**config.mk**
```make
export PLATFORM = sky130hd
export DESIGN_NAME = pc_fetch_stage
export DESIGN_NICKNAME = d
export VERILOG_FILES = /design/src/rtl/pc_fetch_stage.sv
export SDC_FILE = /design/constraint.sdc
export NUM_CORES = 1
export LEC_CHECK = 0
export ABC_AREA = 1
export BUFFER_PORTS_ARGS = -buffer_cell sky130_fd_sc_hd__buf_2
export CAP_MARGIN = 25
export CORE_MARGIN = 1
export CORE_UTILIZATION = 35
export DETAILED_ROUTE_END_ITERATION = 12
export HOLD_SLACK_MARGIN = 0.1
export PLACE_DENSITY = 0.63
export SETUP_SLACK_MARGIN = 0.5
export SYNTH_ARGS = -nofsm -noshare
export SYNTH_HDL_FRONTEND = slang
export SYNTH_SLANG_ARGS = --single-unit
```
**constraint.sdc**
```tcl
create_clock -name clk -period 1.9 [get_ports clk]
set_clock_uncertainty 0.15 [all_clocks]
set_input_delay 0.38 -clock clk [delete_from_list [all_inputs] [get_ports clk]]
set_output_delay 0.38 -clock clk [all_outputs]
set_load 0.05 [all_outputs]
```
**src/rtl/pc_fetch_stage.sv**
```systemverilog
// Instruction-fetch stage: owns the PC, issues imem requests and fills the IF/ID
// register, parking one fetched word in a hold buffer while decode is stalled.
module pc_fetch_stage #(
    parameter int unsigned     SIZE     = 32,
    parameter logic [SIZE-1:0] RESET_PC = '0
) (
    input  logic            clk,
    input  logic            rst_n,
    input  logic [SIZE-1:0] pc_plus4_in,
    output logic [SIZE-1:0] pc_out,
    output logic            imem_req,
    input  logic            imem_ready,
    input  logic [SIZE-1:0] imem_rdata,
    input  logic            stall,
    input  logic            redirect,
    input  logic [SIZE-1:0] redirect_pc,
    output logic            if_valid,
    output logic [SIZE-1:0] if_instr,
    output logic [SIZE-1:0] if_pc,
    output logic [SIZE-1:0] if_pc_plus4,
    output logic            fetch_err
);

    typedef enum logic [1:0] {
        IDLE,
        FETCH,
        HOLD
    } state_t;

    state_t          state;
    state_t          state_next;
    logic [SIZE-1:0] pc;
    logic [SIZE-1:0] hold_instr;
    logic [SIZE-1:0] hold_pc;
    logic [SIZE-1:0] hold_pc_plus4;
    logic            handshake;

    assign pc_out    = pc;
    assign handshake = imem_req & imem_ready;

    always_ff @(posedge clk) begin
        if (!rst_n) state <= IDLE;
        else        state <= state_next;
    end

    always_comb begin
        state_next = state;
        unique case (state)
            IDLE:    state_next = FETCH;
            FETCH:   if (handshake && stall) state_next = HOLD;
            HOLD:    if (!stall) state_next = FETCH;
            default: state_next = IDLE;
        endcase
        // Redirect outranks stall and any same-cycle handshake.
        if (redirect) state_next = FETCH;
    end

    always_comb begin
        imem_req = (state == FETCH);
    end

    always_ff @(posedge clk) begin
        if (!rst_n) begin
            pc            <= RESET_PC;
            if_valid      <= 1'b0;
            if_instr      <= '0;
            if_pc         <= '0;
            if_pc_plus4   <= '0;
            hold_instr    <= '0;
            hold_pc       <= '0;
            hold_pc_plus4 <= '0;
            fetch_err     <= 1'b0;
        end else begin
            fetch_err <= redirect & (|redirect_pc[1:0]);
            if (redirect) begin
                pc       <= {redirect_pc[SIZE-1:2], 2'b00};
                if_valid <= 1'b0;
            end else begin
                unique case (state)
                    FETCH: begin
                        if (handshake) begin
                            pc <= pc_plus4_in;
                            if (stall) begin
                                hold_instr    <= imem_rdata;
                                hold_pc       <= pc;
                                hold_pc_plus4 <= pc_plus4_in;
                            end else begin
                                if_valid    <= 1'b1;
                                if_instr    <= imem_rdata;
                                if_pc       <= pc;
                                if_pc_plus4 <= pc_plus4_in;
                            end
                        end else if (!stall) begin
                            if_valid <= 1'b0;
                        end
                    end
                    HOLD: begin
                        if (!stall) begin
                            if_valid    <= 1'b1;
                            if_instr    <= hold_instr;
                            if_pc       <= hold_pc;
                            if_pc_plus4 <= hold_pc_plus4;
                        end
                    end
                    default: ;
                endcase
            end
        end
    end

endmodule
```
# Word level (Yosys, flattened, before mapping)
# Index checks and enable logic that the tools add are counted.
# word_totals
ff_bits	228
input_bits	101
out_inout_bits	131
word_cells	62
# op_classes
reduce_logical	14
mux	23
eq_ne	9
n_bitwise	4
# op_table
operator	n
32-bit 2-to-1 mux	12
32-bit one-hot mux with 2 select lines	3
2-bit AND reduction	5
2-bit one-hot mux with 3 select lines	1
2-bit nonzero test	3
5-bit AND reduction	1
1-bit 2-to-1 mux	4
2-bit 2-to-1 mux	2
2-bit by 1-bit inequality test with 1-bit output (second input constant)	2
2-bit inequality test (second input constant)	2
4-bit AND reduction	1
2-bit OR reduction	2
3-bit by 1-bit inequality test with 1-bit output (second input constant)	1
3-bit by 2-bit inequality test with 1-bit output (second input constant)	1
3-bit inequality test (second input constant)	1
1-bit bitwise AND	2
2-bit by 1-bit equality test with 1-bit output (second input constant)	1
2-bit equality test (second input constant)	1
2-bit zero test	1
1-bit inverter	2
1-bit one-hot mux with 2 select lines	1
1-bit logical AND	1

# Logic depth before layout (Yosys ltp)
# Gate-level depths: netlist (run 1).
# depth
word_depth	6
mapped_depth	9
ltp_nobuf	9

# Least setup slack after synthesis (run 1)
# OpenSTA, ideal clock, no wires.
# synth_timing
path_kind	reg-to-reg
start	register state[1]
end	register if_pc[20]
arrival_ns	1.692
path_stages_with_launch	10
period_less_slack_ns	1.955
required_ns	1.637
setup_ns	0.113
slack_ns	-0.055
n_path_buf	2
cell_sequence	dfxtp_1 -> inv_1 -> ha_1 -> or2_1 -> nand3_1 -> buf_2 -> buf_2 -> nand2_1 -> nand2_1 -> nor2_1
# synth_via
elab_chain_cells	4
word_cells_on_any_way	9
cone_classes	5 x eq/ne; 1 x mux; 1 x bitwise; 2 x reduce/logical
# synth_rtl
item	line_no	text
start, declared	30	state_t state;
start signal, assigned	43	else state <= state_next;
2-bit by 1-bit equality test with 1-bit output (*)	59	imem_req = (state == FETCH);
via imem_req	11	output logic imem_req,
1-bit bitwise AND	39	assign handshake = imem_req & imem_ready;
2-bit by 1-bit inequality test with 1-bit output (no source line)	--	
5-bit AND reduction (no source line)	--	
end signal, assigned	90	if_pc <= pc;
end signal, assigned	101	if_pc <= hold_pc;
end, declared	19	output logic [SIZE-1:0] if_pc,
# Mark *: on every way through the listed nets, which the timed path passes. The rest lies on a longest branch.
# A chain may end at the register's enable or synchronous reset.

# Final worst setup path (run 1)
# layout_timing
start	register state[0]
end	register if_instr[4]
# layout_via
elab_chain_cells	4
word_cells_on_any_way	9
cone_classes	5 x eq/ne; 1 x mux; 1 x bitwise; 2 x reduce/logical
# layout_rtl
item	line_no	text
2-bit by 1-bit equality test with 1-bit output	59, 79	
1-bit bitwise AND	39	
2-bit by 1-bit inequality test with 1-bit output (no source line)	--	
5-bit AND reduction (no source line)	--	
end signal, assigned	89	if_instr <= imem_rdata;
end signal, assigned	100	if_instr <= hold_instr;
end, declared	18	output logic [SIZE-1:0] if_instr,
# Parallel ways exist; a longest one is shown, timed or not.

==> flow_metrics.tcl, run 1 <==
set metrics [dict create \
    outcome "complete, but fails checks" \
    violations "negative setup slack" \
    synth_seq_cells 228 \
    tns_ps -20.6 \
    dieWidth_um 172 \
    p_leak_nw 8.30 \
    grt_overflow 0 \
    yosys_warnings 0 \
    die_area_um2 29600 \
    synth_edf_count 0 \
    ios 232 \
    startpoint "state[0]$_SDFFE_PN0P_" \
    yosysMostFrequentCell "nor2_1" \
    synthCells 1581 \
    p_sw_frac 0.296 \
    power_mw 13.3 \
    grt_pass1_wl_mm 55.5 \
    grt_pass1_vias 10400 \
    fillCellCount 2246 \
    track_usage 0.242 \
    cts_tree "yes" \
    worst-path-max-fanout 7 \
    synth_fp_nets 1688 \
    slew_headroom 0.745 \
    synth_area_leaders "dfxtp_1 45%, nor2_1 18%, nand2_1 12%, o21ai_0 9.2%, inv_1 7.4%" \
    min_path_type "in2reg" \
    max_freq_mhz 522 \
    cap_viol_max_count 0 \
    yosysSeqAreaShare 0.451 \
    cp.arrival_ps 2240 \
    synth_ff_type "dfxtp_1" \
    antenna_found_initial 4 \
    dp_hpwl_mm 18.5 \
    die_h_um 172 \
    synth_common_cells "485 x nor2_1, 329 x nand2_1, 228 x dfxtp_1" \
    dp_slack_ps 63.1 \
    area_growth_pct 73.3 \
    rows 61 \
    fin_crit_ps 1920 \
    yosys.area.top_type "dfxtp_1" \
    clkTransAtPathRegs_ps 70 \
    multi_input_area_um2 5690 \
    dp_cells 2120 \
    p_seq_frac 0.387 \
    drtAntennaViolNets 0 \
    grt_setup_unrepaired "yes" \
    clock_sinks 228 \
    clkPwrFrac 0.413 \
    finalNonFillerCells 2391 \
    cp_data_required_time_ps 2230 \
    postCtsHoldBufs 97 \
    ir_worst_vdd_v 0.000650 \
    setup_viol 2 \
    grt_start_max_net_pins 77 \
    regArea_um2 4640 \
    timing.rr.start "state[0]$_SDFFE_PN0P_" \
    htreeDepth 1 \
    worstSetupEndpointType "flip-flop" \
    drc 0 \
    drt_iter0_markers 883 \
    drive_gt1_frac 0.357 \
    core_area_um2 28200 \
    cts.path.max_buffers 3 \
    internal_power_mw 9.37 \
    routed_wl_mm 41.4 \
    min-delay-start "imem_ready" \
    slew_violations 0 \
    power.switching_mw 3.94 \
    dr_total_vias 11600 \
    comb_power_share 0.199 \
    place.port_buffers 231 \
    async_reset_ff_frac 0 \
    cts_buffers 27 \
    pwr_density_cell_nw_per_um2 758 \
    synthDominantCellAreaShare 0.451 \
    worst_pin_slew_ps 383 \
    vias_per_cell 4.85 \
    ys_types 20 \
    final_nets 2094 \
    avgRoutedWirePerCell_um 17.3 \
    setup_slack_ps -17.3 \
    drt_pass1_iterations 5 \
    synth.avg_cell_area_um2 6.41 \
    globalplace.congestion 0.823 \
    start_kind "flip-flop" \
    period_share 1.01 \
    initial_utilization 0.360 \
    hold_viol 0 \
    netlist_area_um2 10100 \
    cts-root-buf "clkbuf_16" \
    clock_latency_ps 550 \
    holdWs_ps 59.4 \
    path_class "reg2reg" \
]
critical path: stages, from the launching register on:
cell	delay, ps
dfxtp_4	380
buf_6	120
inv_8	40
ha_4	140
or2_4	230
nand3_4	120
buf_12	140
buf_12	130
clkbuf_16	160
nor2_1	50
nor2_1	160
power by group through the flow:
stage / Combinational [mW] / Sequential [mW] / Clock (mW)
final: 2.65 / 5.15 / 5.50
after global routing: 2.81 / 5.17 / 5.76
after CTS: 2.23 / 5.14 / 5.55
after detailed placement: 1.65 / 5.23 / 0
after global placement: 1.64 / 5.23 / 0
after floorplan: 0.674 / 5.73 / 0
placed cells by master, fill, tap and decap left out, drive strengths merged:
master       synthesis  routed
nor2               486     486
buf                 48     361
nand2              329     329
dfxtp              228     228
o21ai              226     226
inv                201     205
dlygate4sd3          0      97
clkbuf              48      50
clkinv               0       8
ha                   6       6
diode                0       5
bufinv               0       3
nand3                2       2
a21oi                2       2
or2                  1       1
nand4                1       1
o21bai               1       1
a31oi                1       1
nor3                 1       1
logic make-up after synthesis:
group,Yosys count,share of synthesized area
AO/OA/AOI/OAI,230,0.114
adder cells (fa/ha/maj),6,0.00741
buffers and inverters,297,0.122
flip-flops,228,0.451
AND/OR/NAND/NOR,820,0.306
routing by layer:
layer,global-route usage,part of all wire
met1,0.301,0.40
met2,0.401,0.48
met3,0.0501,0.068
met4,0.113,0.055
met5,0,0
flip-flops by register name, indices dropped and copies added, names as in the netlist:
signal and count:
if_pc 32, hold_instr 32, pc_out 32, hold_pc_plus4 32
state 2, if_instr 32, if_pc_plus4 32, hold_pc 32
if_valid 1, fetch_err 1
layout make-up:
cell class,count,area share
multi-input combinational,1056,0.324
clock buffer,38,0.0449
clock inverter,12,0.00877
timing repair inverter,3,0.00221
tap,378,0.0269
timing repair buffer,470,0.284
antenna,5,0.000713
sequential,228,0.264
inverter,201,0.0445
final timing paths:
kind | depth (start not counted) | slack (ps) | end
setup / recovery | 10 | -20 | if_instr[4]$_SDFFE_PN0P_
hold / removal | 3 | 60 | if_valid$_SDFFE_PP0P_
setup reg to reg | 10 | -20 | if_instr[4]$_SDFFE_PN0P_
hold reg to reg | 2 | 350 | hold_instr[18]$_SDFFE_PN0P_
timing repair:
item                       CTS  global route
pin swaps                   22            89
cloned                      35            17
hold endpoints to repair   150            22
buffers inserted            47            20
setup endpoints to repair  355           357
gates resized for setup    265           372
metrics by stage:
step / instance area (µm²) / utilization
floorplan: 10400 / -
global placement: 11700 / 0.416
detailed placement: 11700 / 0.416
CTS: 15900 / 0.564
global route: 17500 / 0.623
finish: 17600 / 0.623
Power figures use the tool's default switching activity.
==> inputs of run 2 (changes only) <==
--- a/config.mk
+++ b/config.mk
@@ -6,13 +6,13 @@
 export NUM_CORES = 1
 export LEC_CHECK = 0
 export ABC_AREA = 1
-export BUFFER_PORTS_ARGS = -buffer_cell sky130_fd_sc_hd__buf_2
 export CAP_MARGIN = 25
-export CORE_MARGIN = 1
+export CORE_MARGIN = 2
 export CORE_UTILIZATION = 35
 export DETAILED_ROUTE_END_ITERATION = 12
+export DONT_BUFFER_PORTS = 1
 export HOLD_SLACK_MARGIN = 0.1
-export PLACE_DENSITY = 0.63
+export PLACE_DENSITY = 0.56
 export SETUP_SLACK_MARGIN = 0.5
 export SYNTH_ARGS = -nofsm -noshare
 export SYNTH_HDL_FRONTEND = slang
==> run 2 against run 1 <==
Compared with the run above: the flow finishes with violations (negative hold slack); sequential share of layout area grew 3.5 points; count of clock-buffer cells in the layout grew 2; design area shrank 4.2%; via count fell by 9.2%; largest cell class unchanged; largest power group is now registers.
==> flow_metrics.tcl, run 2 (synthesis gave the netlist of run 1 again) <==
set metrics [dict create \
    grt_pass1_wl_mm 59.8 \
    grt_start_max_net_pins 195 \
    die_h_um 174 \
    setup_slack_ps 2.58 \
    cts_buffers 27 \
    postCtsHoldBufs 99 \
    comb_power_share 0.148 \
    antenna_found_initial 0 \
    worst_pin_slew_ps 359 \
    ir_worst_vdd_v 0.000659 \
    final_common_cell "nor2_1" \
    area_growth_pct 66.0 \
    power_mw 12.2 \
    clock_sinks 228 \
    dr_total_vias 10500 \
    power.switching_mw 3.65 \
    p_seq_frac 0.458 \
    p_sw_frac 0.299 \
    dp_hpwl_mm 17.5 \
    slew_headroom 0.761 \
    routed_wl_mm 41.1 \
    dp_cells 1908 \
    max_freq_mhz 527 \
    slew_violations 0 \
    p_leak_nw 7.50 \
    rows 62 \
    ios 232 \
    placed_cell_area_um2 10700 \
    pwr_density_cell_nw_per_um2 727 \
    min_path_type "in2reg" \
    outcome "complete, but fails checks" \
    drt_pass1_iterations 5 \
    fin_area_um2 16800 \
    initial_utilization 0.354 \
    cp.arrival_ps 2170 \
    place.port_buffers 0 \
    final_util 0.588 \
    internal_power_mw 8.57 \
    avgRoutedWirePerCell_um 18.9 \
    drc 0 \
    worst-path-max-fanout 6 \
    violations "negative hold slack" \
    worstSetupEndpointType "flip-flop" \
    final_cell_mix "386 x nor2_1, 264 x nand2_1, 197 x inv_1" \
    clock_latency_ps 540 \
    cp_data_required_time_ps 2170 \
    drive_gt1_frac 0.336 \
    cap_viol_max_count 0 \
    clkPwrFrac 0.394 \
    track_usage 0.250 \
    cts.path.max_buffers 3 \
    holdWs_ps -200 \
    globalplace.congestion 0.804 \
    dieWidth_um 174 \
    path_class "in2reg" \
    hold_viol 105 \
    cts_tree "yes" \
    grt_overflow 0 \
    grt_pass1_vias 10500 \
    cts-root-buf "clkbuf_16" \
    htreeDepth 1 \
    finalNonFillerCells 2178 \
    dp_slack_ps 102 \
    period_share 0.999 \
    die_area_um2 30300 \
    final_nets 1882 \
    fin_crit_ps 1900 \
    grt_setup_unrepaired "yes" \
    core_area_um2 28600 \
    clkTransAtPathRegs_ps 60 \
    setup_viol 0 \
    start_kind "input port" \
    vias_per_cell 4.84 \
    drtAntennaViolNets 0 \
    drt_iter0_markers 761 \
]
==> run 2: cell count changes in the layout (fill, tap and decap cells not counted), sizes merged <==
cell	change
clkinvlp	+1
bufinv	-3
diode	-4
bufbuf	+2
inv	-1
buf	-214
clkbuf	+2
dlygate4sd3	+1
clkinv	-3
==> run 2: stage by stage <==
step           TNS, ps  hold WS (ps)
2_1_floorplan        0           311
3_3_place_gp         0           301
3_5_place_dp         0           313
4_1_cts              0          -212
5_1_grt           -205          -212
6_report             0          -200
==> run 2: worst max-delay path, cell delays in order <==
cell	delay, ps
dlygate4sd3_1	750
nand3_4	130
nor2_4	170
buf_12	130
buf_12	140
inv_16	60
buf_12	130
clkbuf_16	160
nor2_2	70
nor2_1	40
==> run 2: routing by layer <==
layer	vias up	track usage	routed length, µm
met5	-	0	0
met4	0	0.0861	1330
li1	5175	-	-
met2	389	0.419	19500
met1	4894	0.310	17200
met3	85	0.0676	3070
==> run 2: final timing paths <==
| check | start | to | slack, ps | cells after the start |
|---|---|---|---|---|
| setup reg to reg | state[1]$_SDFFE_PP0P_ | if_pc[27]$_SDFFE_PN0P_ | 30 | 10 |
| setup / recovery | imem_ready | hold_pc_plus4[2]$_SDFFE_PN0P_ | 3 | 10 |
| hold reg to reg | hold_instr[15]$_SDFFE_PN0P_ | hold_instr[15]$_SDFFE_PN0P_ | 340 | 2 |
| hold / removal | rst_n | if_pc_plus4[18]$_SDFFE_PN0P_ | -200 | 2 |
==> run 2: power groups by stage <==
stage,Sequential [mW],Clock [mW],Combinational [mW]
floorplan,5.73,0,0.674
global placement,5.71,0,0.830
detailed placement,5.72,0,0.842
CTS,5.59,4.88,1.56
global route,5.62,5.10,1.96
finish,5.59,4.81,1.81
==> run 2: cell type report <==
class | instances | area, µm²
clock buffers | 40 | 754
clock inverters | 7 | 41.3
repair buffers | 259 | 4210
well taps | 384 | 480
diodes | 1 | 2.50
repair inverters | 2 | 36.3
flip-flops and latches | 228 | 5020
multi-input cells | 1056 | 5500
inverters | 201 | 776
fillers | 2447 | 11800
==> run 2: timing repair <==
item / 4_1_cts / 5_1_grt
hold endpoints to repair: 228 / 193
resized for setup: 595 / 208
buffers inserted: 50 / 7
setup endpoints to repair: 355 / 358
pin swaps: 49 / 55
gates cloned: 50 / 16
==> inputs of run 3 (changes only) <==
--- a/config.mk
+++ b/config.mk
@@ -9,6 +9,7 @@
 export CAP_MARGIN = 25
 export CORE_MARGIN = 2
 export CORE_UTILIZATION = 35
+export CTS_BUF_LIST = sky130_fd_sc_hd__clkbuf_16
 export DETAILED_ROUTE_END_ITERATION = 12
 export DONT_BUFFER_PORTS = 1
 export HOLD_SLACK_MARGIN = 0.1
==> run 3 against run 2 <==
Compared with the run above: the flow still finishes with violations (negative hold slack); first-iteration DRC count rose by 2.9%; global-route usage fell by 0.53 points; wire length fell by 3.7%; design area fell by 0.74%; register-to-register slack barely moved; worst setup slack improved by 23 ps; power fell by 1.8%; combinational power barely moved; critical endpoint is now hold_instr[12]$_SDFFE_PN0P_; highest routed layer unchanged.
==> flow_metrics.tcl, run 3 (synthesis gave the netlist of run 1 again) <==
set metrics [dict create \
    cap_viol_max_count 0 \
    pwr_density_cell_nw_per_um2 719 \
    drc 0 \
    htreeDepth 1 \
    die_h_um 174 \
    grt_pass1_vias 10400 \
    min_path_type "in2reg" \
    avgRoutedWirePerCell_um 18.2 \
    path_class "reg2reg" \
    setup_viol 0 \
    final_common_cell "nor2_1" \
    place.port_buffers 0 \
    grt_overflow 0 \
    routed_wl_mm 39.6 \
    fin_crit_ps 1870 \
    cts_tree "yes" \
    violations "negative hold slack" \
    slew_headroom 0.758 \
    grt_setup_unrepaired "yes" \
    worst_pin_slew_ps 364 \
    dieWidth_um 174 \
    worstSetupEndpointType "flip-flop" \
    start_kind "flip-flop" \
    tns_ps 0 \
    grt_pass1_wl_mm 58.7 \
    ir_worst_vdd_v 0.000661 \
    dr_total_vias 10500 \
    cts_buffers 27 \
    dp_hpwl_mm 17.5 \
    final_nets 1876 \
    outcome "complete, but fails checks" \
    grt_start_max_net_pins 195 \
    slew_violations 0 \
    max_freq_mhz 534 \
    holdWs_ps -188 \
    p_leak_nw 7.41 \
    clock_sinks 228 \
    initial_utilization 0.354 \
    cp.arrival_ps 2140 \
    antenna_found_initial 0 \
    final_cell_mix "357 x nor2_1, 301 x nand2_1, 208 x inv_1" \
    postCtsHoldBufs 99 \
    clkTransAtPathRegs_ps 60 \
    rows 62 \
    globalplace.congestion 0.804 \
    die_area_um2 30300 \
    setup_slack_ps 25.6 \
    period_share 0.987 \
    cts.path.max_buffers 3 \
    drive_gt1_frac 0.305 \
    dp_slack_ps 102 \
    drt_iter0_markers 783 \
    worst-path-max-fanout 9 \
    cts-root-buf "clkbuf_16" \
    cp_data_required_time_ps 2170 \
    hold_viol 112 \
    track_usage 0.245 \
    area_growth_pct 64.8 \
    power_mw 12.0 \
    drtAntennaViolNets 0 \
    clock_latency_ps 540 \
    ios 232 \
    drt_pass1_iterations 6 \
    vias_per_cell 4.83 \
    core_area_um2 28600 \
]
==> run 3: cell count changes in the layout (fill, tap and decap cells not counted), sizes merged <==
cell | previous run | this run
buf | 147 | 141
bufbuf | 2 | 3
clkbuf | 52 | 38
clkinv | 5 | 9
dlygate4sd3 | 98 | 97
dlymetal6s4s | 0 | 1
inv | 204 | 213
==> run 3: power by group <==
group          switching, mW  leakage [nW]  total [mW]  internal (mW)
clock                   2.07         0.415        4.62           2.55
sequential             0.638          1.95        5.59           4.95
combinational          0.911          5.05        1.79          0.881
total                   3.62          7.41        12.0           8.39
==> run 3: worst paths after layout <==
check | start | to | slack [ps] | depth (start not counted)
setup / recovery | state[1]$_SDFFE_PP0P_ | hold_instr[12]$_SDFFE_PN0P_ | 30 | 11
hold / removal | rst_n | if_pc[18]$_SDFFE_PN0P_ | -190 | 2
setup reg to reg | state[1]$_SDFFE_PP0P_ | hold_instr[12]$_SDFFE_PN0P_ | 30 | 11
hold reg to reg | hold_pc_plus4[24]$_SDFFE_PN0P_ | hold_pc_plus4[24]$_SDFFE_PN0P_ | 340 | 2
==> run 3: per-stage QoR <==
step	instances	instance area, µm²	utilization
global placement	1908	10700	0.372
floorplan	1581	10400	-
finish	2172	16700	0.583
detailed placement	1908	10700	0.372
global route	2171	16700	0.583
CTS	2150	15700	0.550
==> run 3: routing by layer <==
layer / track usage / vias to the layer above / wire (µm)
li1: - / 5161 / -
met1: 0.308 / 4867 / 16700
met2: 0.416 / 370 / 18500
met3: 0.0569 / 86 / 2850
met4: 0.0770 / 0 / 1420
met5: 0 / - / 0
==> run 3: area by class of cell <==
| class | instances | area [µm²] |
|---|---|---|
| fill | 2457 | 11900 |
| multi-input combinational | 1056 | 5410 |
| sequential | 228 | 5030 |
| timing repair buffer | 253 | 4190 |
| inverter | 201 | 776 |
| clock buffer | 27 | 676 |
| tap | 384 | 480 |
| clock inverter | 20 | 90.1 |
| timing repair inverter | 2 | 50.0 |
| antenna | 1 | 2.50 |
==> run 3: what timing repair did <==
| item | 4_1_cts | 5_1_grt |
|---|---|---|
| resized for setup | 555 | 179 |
| endpoints found under the setup margin | 355 | 358 |
| pin swaps | 51 | 76 |
| setup buffers | 47 | 8 |
| endpoints found under the hold margin | 228 | 193 |
| cloned | 49 | 13 |
==> run 3: critical path, stage by stage, from the launching register on <==
cell     delay, ps
dfxtp_4        360
inv_4           80
ha_4           160
nand3_4         90
nor2_4         190
buf_12         140
buf_12         120
inv_16          40
buf_12         120
buf_16         150
nor2_4          90
nor2_1          50
